## src/rtl/led_seq_ctrl.sv

```systemverilog
// Pattern sequencer for the board LED datapath: tick prescaler, four-step playlist, run/pause/skip buttons.
// Optional colour override button enabled by defining LED_SEQ_COLOR_OVERRIDE_EN.
module led_seq_ctrl #(
    parameter int NB_COUNT = 32,
    parameter int NB_DWELL = 4,
    parameter int DWELL    = 8
) (
    input  logic       clock,
    input  logic       reset,
    input  logic       i_enable,
    input  logic [1:0] i_speed,
    input  logic       i_btn_run,
    input  logic       i_btn_skip,
    input  logic       i_btn_color,
    output logic       o_tick,
    output logic       o_dir,
    output logic       o_flash_sel,
    output logic [2:0] o_color,
    output logic       o_step_strobe,
    output logic [3:0] o_status
);

    // state  | meaning
    // IDLE   | disabled, prescaler held at 0, step/dwell retained
    // RUN    | prescaler counting, ticks advance dwell and step
    // PAUSE  | prescaler and dwell frozen, skip still accepted
    // BAD    | unreachable, recovers to IDLE
    typedef enum logic [1:0] {
        ST_IDLE  = 2'b00,
        ST_RUN   = 2'b01,
        ST_PAUSE = 2'b10,
        ST_BAD   = 2'b11
    } state_t;

    localparam logic [NB_COUNT-1:0] ONE        = NB_COUNT'(1);
    localparam int unsigned         SHIFT_BASE = NB_COUNT - 10;
    localparam logic [NB_DWELL-1:0] DWELL_LAST = NB_DWELL'(DWELL - 1);

    state_t              state_q, state_d;
    logic [NB_COUNT-1:0] presc_q, presc_d;
    logic [NB_DWELL-1:0] dwell_q, dwell_d;
    logic [1:0]          step_q, step_d;
    logic                tick_q, tick_d;
    logic                strobe_q, strobe_d;
    logic                btn_run_q, btn_run_d;
    logic                btn_skip_q, btn_skip_d;
    logic                run_edge_q, run_edge_d;
    logic                skip_edge_q, skip_edge_d;
    logic [NB_COUNT-1:0] limit;
    logic [2:0]          pl_color;

    always_comb begin
        limit       = (ONE << (SHIFT_BASE + 32'(i_speed))) - ONE;
        btn_run_d   = i_btn_run;
        btn_skip_d  = i_btn_skip;
        run_edge_d  = i_btn_run & ~btn_run_q;
        skip_edge_d = i_btn_skip & ~btn_skip_q;
    end

    always_comb begin
        state_d  = state_q;
        presc_d  = presc_q;
        dwell_d  = dwell_q;
        step_d   = step_q;
        tick_d   = 1'b0;
        strobe_d = 1'b0;
        if (!i_enable) begin
            state_d = ST_IDLE;
            presc_d = '0;
        end else begin
            case (state_q)
                ST_IDLE: begin
                    state_d = ST_RUN;
                    presc_d = '0;
                end
                ST_RUN, ST_PAUSE: begin
                    if (run_edge_q) begin
                        // a skip edge arriving with the run edge is dropped
                        state_d = (state_q == ST_RUN) ? ST_PAUSE : ST_RUN;
                    end else if (skip_edge_q) begin
                        step_d   = step_q + 2'd1;
                        dwell_d  = '0;
                        presc_d  = '0;
                        strobe_d = 1'b1;
                    end else if (state_q == ST_RUN) begin
                        if (presc_q >= limit) begin
                            presc_d = '0;
                            tick_d  = 1'b1;
                            if (dwell_q == DWELL_LAST) begin
                                dwell_d  = '0;
                                step_d   = step_q + 2'd1;
                                strobe_d = 1'b1;
                            end else begin
                                dwell_d = dwell_q + 1'b1;
                            end
                        end else begin
                            presc_d = presc_q + ONE;
                        end
                    end
                end
                default: begin
                    state_d = ST_IDLE;
                    presc_d = '0;
                end
            endcase
        end
    end

    always_ff @(posedge clock or posedge reset) begin
        if (reset) begin
            state_q     <= ST_IDLE;
            presc_q     <= '0;
            dwell_q     <= '0;
            step_q      <= 2'd0;
            tick_q      <= 1'b0;
            strobe_q    <= 1'b0;
            btn_run_q   <= 1'b0;
            btn_skip_q  <= 1'b0;
            run_edge_q  <= 1'b0;
            skip_edge_q <= 1'b0;
        end else begin
            state_q     <= state_d;
            presc_q     <= presc_d;
            dwell_q     <= dwell_d;
            step_q      <= step_d;
            tick_q      <= tick_d;
            strobe_q    <= strobe_d;
            btn_run_q   <= btn_run_d;
            btn_skip_q  <= btn_skip_d;
            run_edge_q  <= run_edge_d;
            skip_edge_q <= skip_edge_d;
        end
    end

    always_comb begin
        o_dir       = 1'b0;
        o_flash_sel = 1'b0;
        pl_color    = 3'b001;
        case (step_q)
            2'd0: begin o_dir = 1'b0; o_flash_sel = 1'b0; pl_color = 3'b001; end
            2'd1: begin o_dir = 1'b1; o_flash_sel = 1'b0; pl_color = 3'b010; end
            2'd2: begin o_dir = 1'b0; o_flash_sel = 1'b1; pl_color = 3'b100; end
            default: begin o_dir = 1'b1; o_flash_sel = 1'b0; pl_color = 3'b111; end
        endcase
    end

`ifdef LED_SEQ_COLOR_OVERRIDE_EN
    logic [1:0] override_q, override_d;
    logic       btn_color_q, btn_color_d;
    logic       color_edge_q, color_edge_d;

    always_comb begin
        btn_color_d  = i_btn_color;
        color_edge_d = i_btn_color & ~btn_color_q;
        override_d   = override_q + {1'b0, color_edge_q};
    end

    always_ff @(posedge clock or posedge reset) begin
        if (reset) begin
            override_q   <= 2'd0;
            btn_color_q  <= 1'b0;
            color_edge_q <= 1'b0;
        end else begin
            override_q   <= override_d;
            btn_color_q  <= btn_color_d;
            color_edge_q <= color_edge_d;
        end
    end

    always_comb begin
        case (override_q)
            2'd1:    o_color = 3'b001;
            2'd2:    o_color = 3'b010;
            2'd3:    o_color = 3'b100;
            default: o_color = pl_color;
        endcase
    end
`else
    logic unused_btn_color;
    assign unused_btn_color = i_btn_color;
    assign o_color          = pl_color;
`endif

    assign o_tick        = tick_q;
    assign o_step_strobe = strobe_q;
    assign o_status      = {step_q, state_q};

endmodule
```

## config.mk

```make
export PLATFORM = sky130hd
export DESIGN_NAME = led_seq_ctrl
export DESIGN_NICKNAME = d
export VERILOG_FILES = /design/src/rtl/led_seq_ctrl.sv
export SDC_FILE = /design/constraint.sdc
export NUM_CORES = 1
export LEC_CHECK = 0
export BUFFER_PORTS_ARGS = -buffer_cell sky130_fd_sc_hd__buf_2
export CAP_MARGIN = 0
export CORE_MARGIN = 2
export CORE_UTILIZATION = 35
export CTS_BUF_LIST = sky130_fd_sc_hd__clkbuf_4
export CTS_CLUSTER_DIAMETER = 60
export DETAILED_ROUTE_END_ITERATION = 12
export PLACE_DENSITY = 0.5
export SETUP_SLACK_MARGIN = 0.15
export SYNTH_ARGS = -nofsm -noshare
export SYNTH_HDL_FRONTEND = slang
export SYNTH_SLANG_ARGS = --single-unit
```

## constraint.sdc

```tcl
create_clock -name clock -period 4.3 [get_ports clock]
set_input_delay 0.215 -clock clock [delete_from_list [all_inputs] [get_ports clock]]
set_output_delay 0.215 -clock clock [all_outputs]
set_load 0.05 [all_outputs]
```

==> run metrics <==
Max Buffers Root-to-Sink=2; met1 global-route usage=0.192; final layout net count=322; die outline width=90.8 um; site row count=31; Die Footprint=0.00824 mm2; Critical Path RT=4560 ps; number of nets still failing antenna checks after routing=0; Initial Util=0.362; layout cell share with drive strength beyond 1=0.130; Post CTS Setup Buffer Count=0; total vias in the final route=1,999; CP Max Fanout=16; via count of the first global-routing pass=1,951; Wirelength per Cell=12.7 um; sequential fraction of the synthesis area=0.437; number of I/O pins=19; cell area power density=400 mW/mm2; die height=90.8 um; measured slew at the worst slew-check pin=961 ps; post-detailed-placement half-perimeter wirelength=3580 um; gate count of the mapped netlist=277; reg-to-reg critical path startpoint=presc_q[24]; placer congestion estimate=0.791; delay of the slowest cell on the worst path=580 ps; number of DRC violations after detailed routing=0; number of DRC violations after detailed-routing iteration 0=107; maximum vdd drop=0.173 mV; clock latency at the later pin of the worst-skew pair=360 ps; number of instances in the placed design=388; CTS sink count=46; area of the mapped netlist=0.00264 mm2; startpoint kind of the worst setup timing path=register; routed wire length=5070 um; master cell of the clock root buffer=clkbuf_4; critical path class=reg2reg; number of violations of the max-capacitance limit=0; Inserted Diodes=0; arrival time at the worst endpoint=2910 ps; final worst path period need=2650 ps; cts bufs inserted=5; Worst R2R Path Depth=7; cells traversed along the worst timing path=ha_1, nor4_1, nand2_1, nor2_2, nand2_1, o21bai_1, mux2_2; final-report max-slew violation count=0; filler cell count in the final layout=762; post-route non-filler standard cell count=398; total negative slack for setup checks=0 ps; Layout Skew=8.00 ps; antenna violations before repair=0; clock-pin slew reported for the worst setup and hold paths after clock tree synthesis=140 ps; Setup crit end kind=register; M3 GR Usage=0.0275; share of the clock period used by the worst path after layout=0.616; drt via density=5.02; result of the run=finished clean; total number of yosys warnings=0; post-layout utilization of the core=0.395; remaining global-route overflow=0; synthesis-stage register bit count=46; number of different library cells in the post-synthesis netlist=53; Pre-Repair DR Iteration Count=4; number of input and output port buffers inserted=17; H-tree levels=2; relative slew slack=0.358; area of the core=0.00729 mm2; endpoint of the worst-slack reg-to-reg timing path=dwell_q[0]; clock tree from TritonCTS=yes; Global Route met2 Usage=0.200; flop-to-flop setup slack=1650 ps; Most Used Layer, Global Route=met2; final number of setup-violating endpoints=0; dominant cell type by count on the critical path=nand2_1; Peak Freq=378 MHz; number of enable flip-flop cells after synthesis=0; per-instance average area after synthesis=9.52 um2; P_leak=1.30 nW; top flip-flop cell by instance count after synthesis=dfrtp_1; library cell contributing the largest single delay on the critical path=nor2_2; worst hold-check path type=in2async; Synth-to-Final Area Change=9.25%; number of hold violations in the final report=0; pin count of the biggest net entering global routing=47; wire length of the first global-routing pass=9120 um; global-route usage over all layers=0.134; number of gates resized after cts=0; share of flip-flops with an asynchronous set or reset=1.00; setup repair after global routing missed its margin=false
## worst max-delay path: cells and delay by family, from the launching register on
family                   cells  cell delay [ps]
AND/OR/NAND/NOR              4             1340
flip-flops                   1              430
multiplexers                 1              350
AO/OA/AOI/OAI                1              230
adder cells (fa/ha/maj)      1              200
## sequential cells by signal, summed over array words and instances, names as in the netlist
register       flops
skip_edge_q        1
step_q             2
presc_q           32
run_edge_q         1
btn_run_q          1
o_step_strobe      1
state_q            2
btn_skip_q         1
o_tick             1
dwell_q            4
## area by class of cell
class	count	area [um2]	area share
clock buffer	5	37.5	0.0130
clock inverter	3	16.3	0.00565
inverter	18	67.6	0.0235
multi-input combinational	207	1370	0.476
sequential	46	1150	0.400
tap	99	124	0.0430
timing repair buffer	20	113	0.0391
## stage by stage
stage | total power, mW | cell area, um2 | worst slack [ps] | hold slack (ps)
after global routing | 1.24 | 2880 | 1360 | 112
final | 1.15 | 2880 | 1650 | 50.9
after global placement | 0.955 | 2810 | 1650 | 335
after CTS | 1.17 | 2880 | 1660 | 86.8
after detailed placement | 0.959 | 2810 | 1670 | 338
after floorplan | 0.869 | 2640 | 1950 | 246
## power breakdown
part | switching [mW] | total, mW | internal (mW)
registers | 0.0287 | 0.485 | 0.457
logic | 0.332 | 0.461 | 0.128
clock network | 0.144 | 0.205 | 0.0611
total | 0.505 | 1.15 | 0.646
## worst max path at each step
stage | startpoint | endpoint | slack (ps) | cells after the start
floorplan | state_q[0] | presc_q[25] | 1950 | 8
global placement | presc_q[24] | dwell_q[0] | 1650 | 7
detailed placement | presc_q[24] | dwell_q[0] | 1670 | 7
CTS | presc_q[24] | dwell_q[0] | 1660 | 7
global route | presc_q[24] | dwell_q[0] | 1360 | 7
finish | presc_q[24] | dwell_q[0] | 1650 | 7
## cell usage after synthesis (2+ instances only)
master | number | area share
dfrtp_1 | 46 | 0.44
nor2_1 | 28 | 0.040
nand2_1 | 22 | 0.031
nand3_1 | 20 | 0.038
inv_1 | 18 | 0.026
ha_1 | 16 | 0.076
and2_1 | 11 | 0.026
o21ai_0 | 11 | 0.021
xor2_1 | 11 | 0.037
nand4_1 | 8 | 0.019
a21oi_1 | 6 | 0.011
a41oi_1 | 6 | 0.020
mux2i_1 | 6 | 0.023
and3_1 | 4 | 0.0095
nor2b_1 | 4 | 0.0095
nor3_1 | 4 | 0.0076
xnor2_1 | 4 | 0.013
a31oi_1 | 3 | 0.0071
clkbuf_1 | 3 | 0.0043
nand2b_1 | 3 | 0.0071
nor4_1 | 3 | 0.0071
a22o_1 | 2 | 0.0066
and4_1 | 2 | 0.0066
buf_6 | 2 | 0.0085
conb_1 | 2 | 0.0028
o21ai_1 | 2 | 0.0038
o22ai_1 | 2 | 0.0047
or2_2 | 2 | 0.0047
or3_1 | 2 | 0.0047
## timing repair
action,4_1_cts,5_1_grt
hold endpoints to repair,2,0
setup endpoints to repair,0,0
hold buffers,2,0
## layer usage
| metal | vias up | share of wire |
|---|---|---|
| li1 | 1011 | - |
| met1 | 961 | 0.52 |
| met2 | 22 | 0.43 |
| met3 | 5 | 0.028 |
| met4 | 0 | 0.012 |
| met5 | - | 0 |
## layout by cell type (no fill, tap or decap), types with 2 or more instances in the layout
cell           count
a21oi_1            6
a22o_1             2
a31oi_1            3
a41oi_1            6
and2_1            11
and3_1             4
and4_1             2
buf_2             17
clkbuf_4           5
conb_1             4
dfrtp_1           46
dlygate4sd3_1      2
ha_1              16
inv_1             17
mux2i_1            6
nand2_1           22
nand2b_1           3
nand3_1           20
nand4_1            8
nor2_1            28
nor2b_1            4
nor3_1             4
nor4_1             3
o21ai_0           11
o21ai_1            2
o22ai_1            2
or2_2              2
or3_1              2
xnor2_1            4
xor2_1            11
## cells by family after synthesis
group           after synthesis  share of synthesized area
compound gates               43                      0.115
xor+xnor                     15                     0.0498
fa+ha+maj                    16                     0.0759
buf+inv                      26                     0.0475
flops                        46                      0.437
mux                           7                     0.0271
other cells                   2                    0.00285
simple gates                122                      0.245
Note: power is estimated with default switching activity, not from simulation.
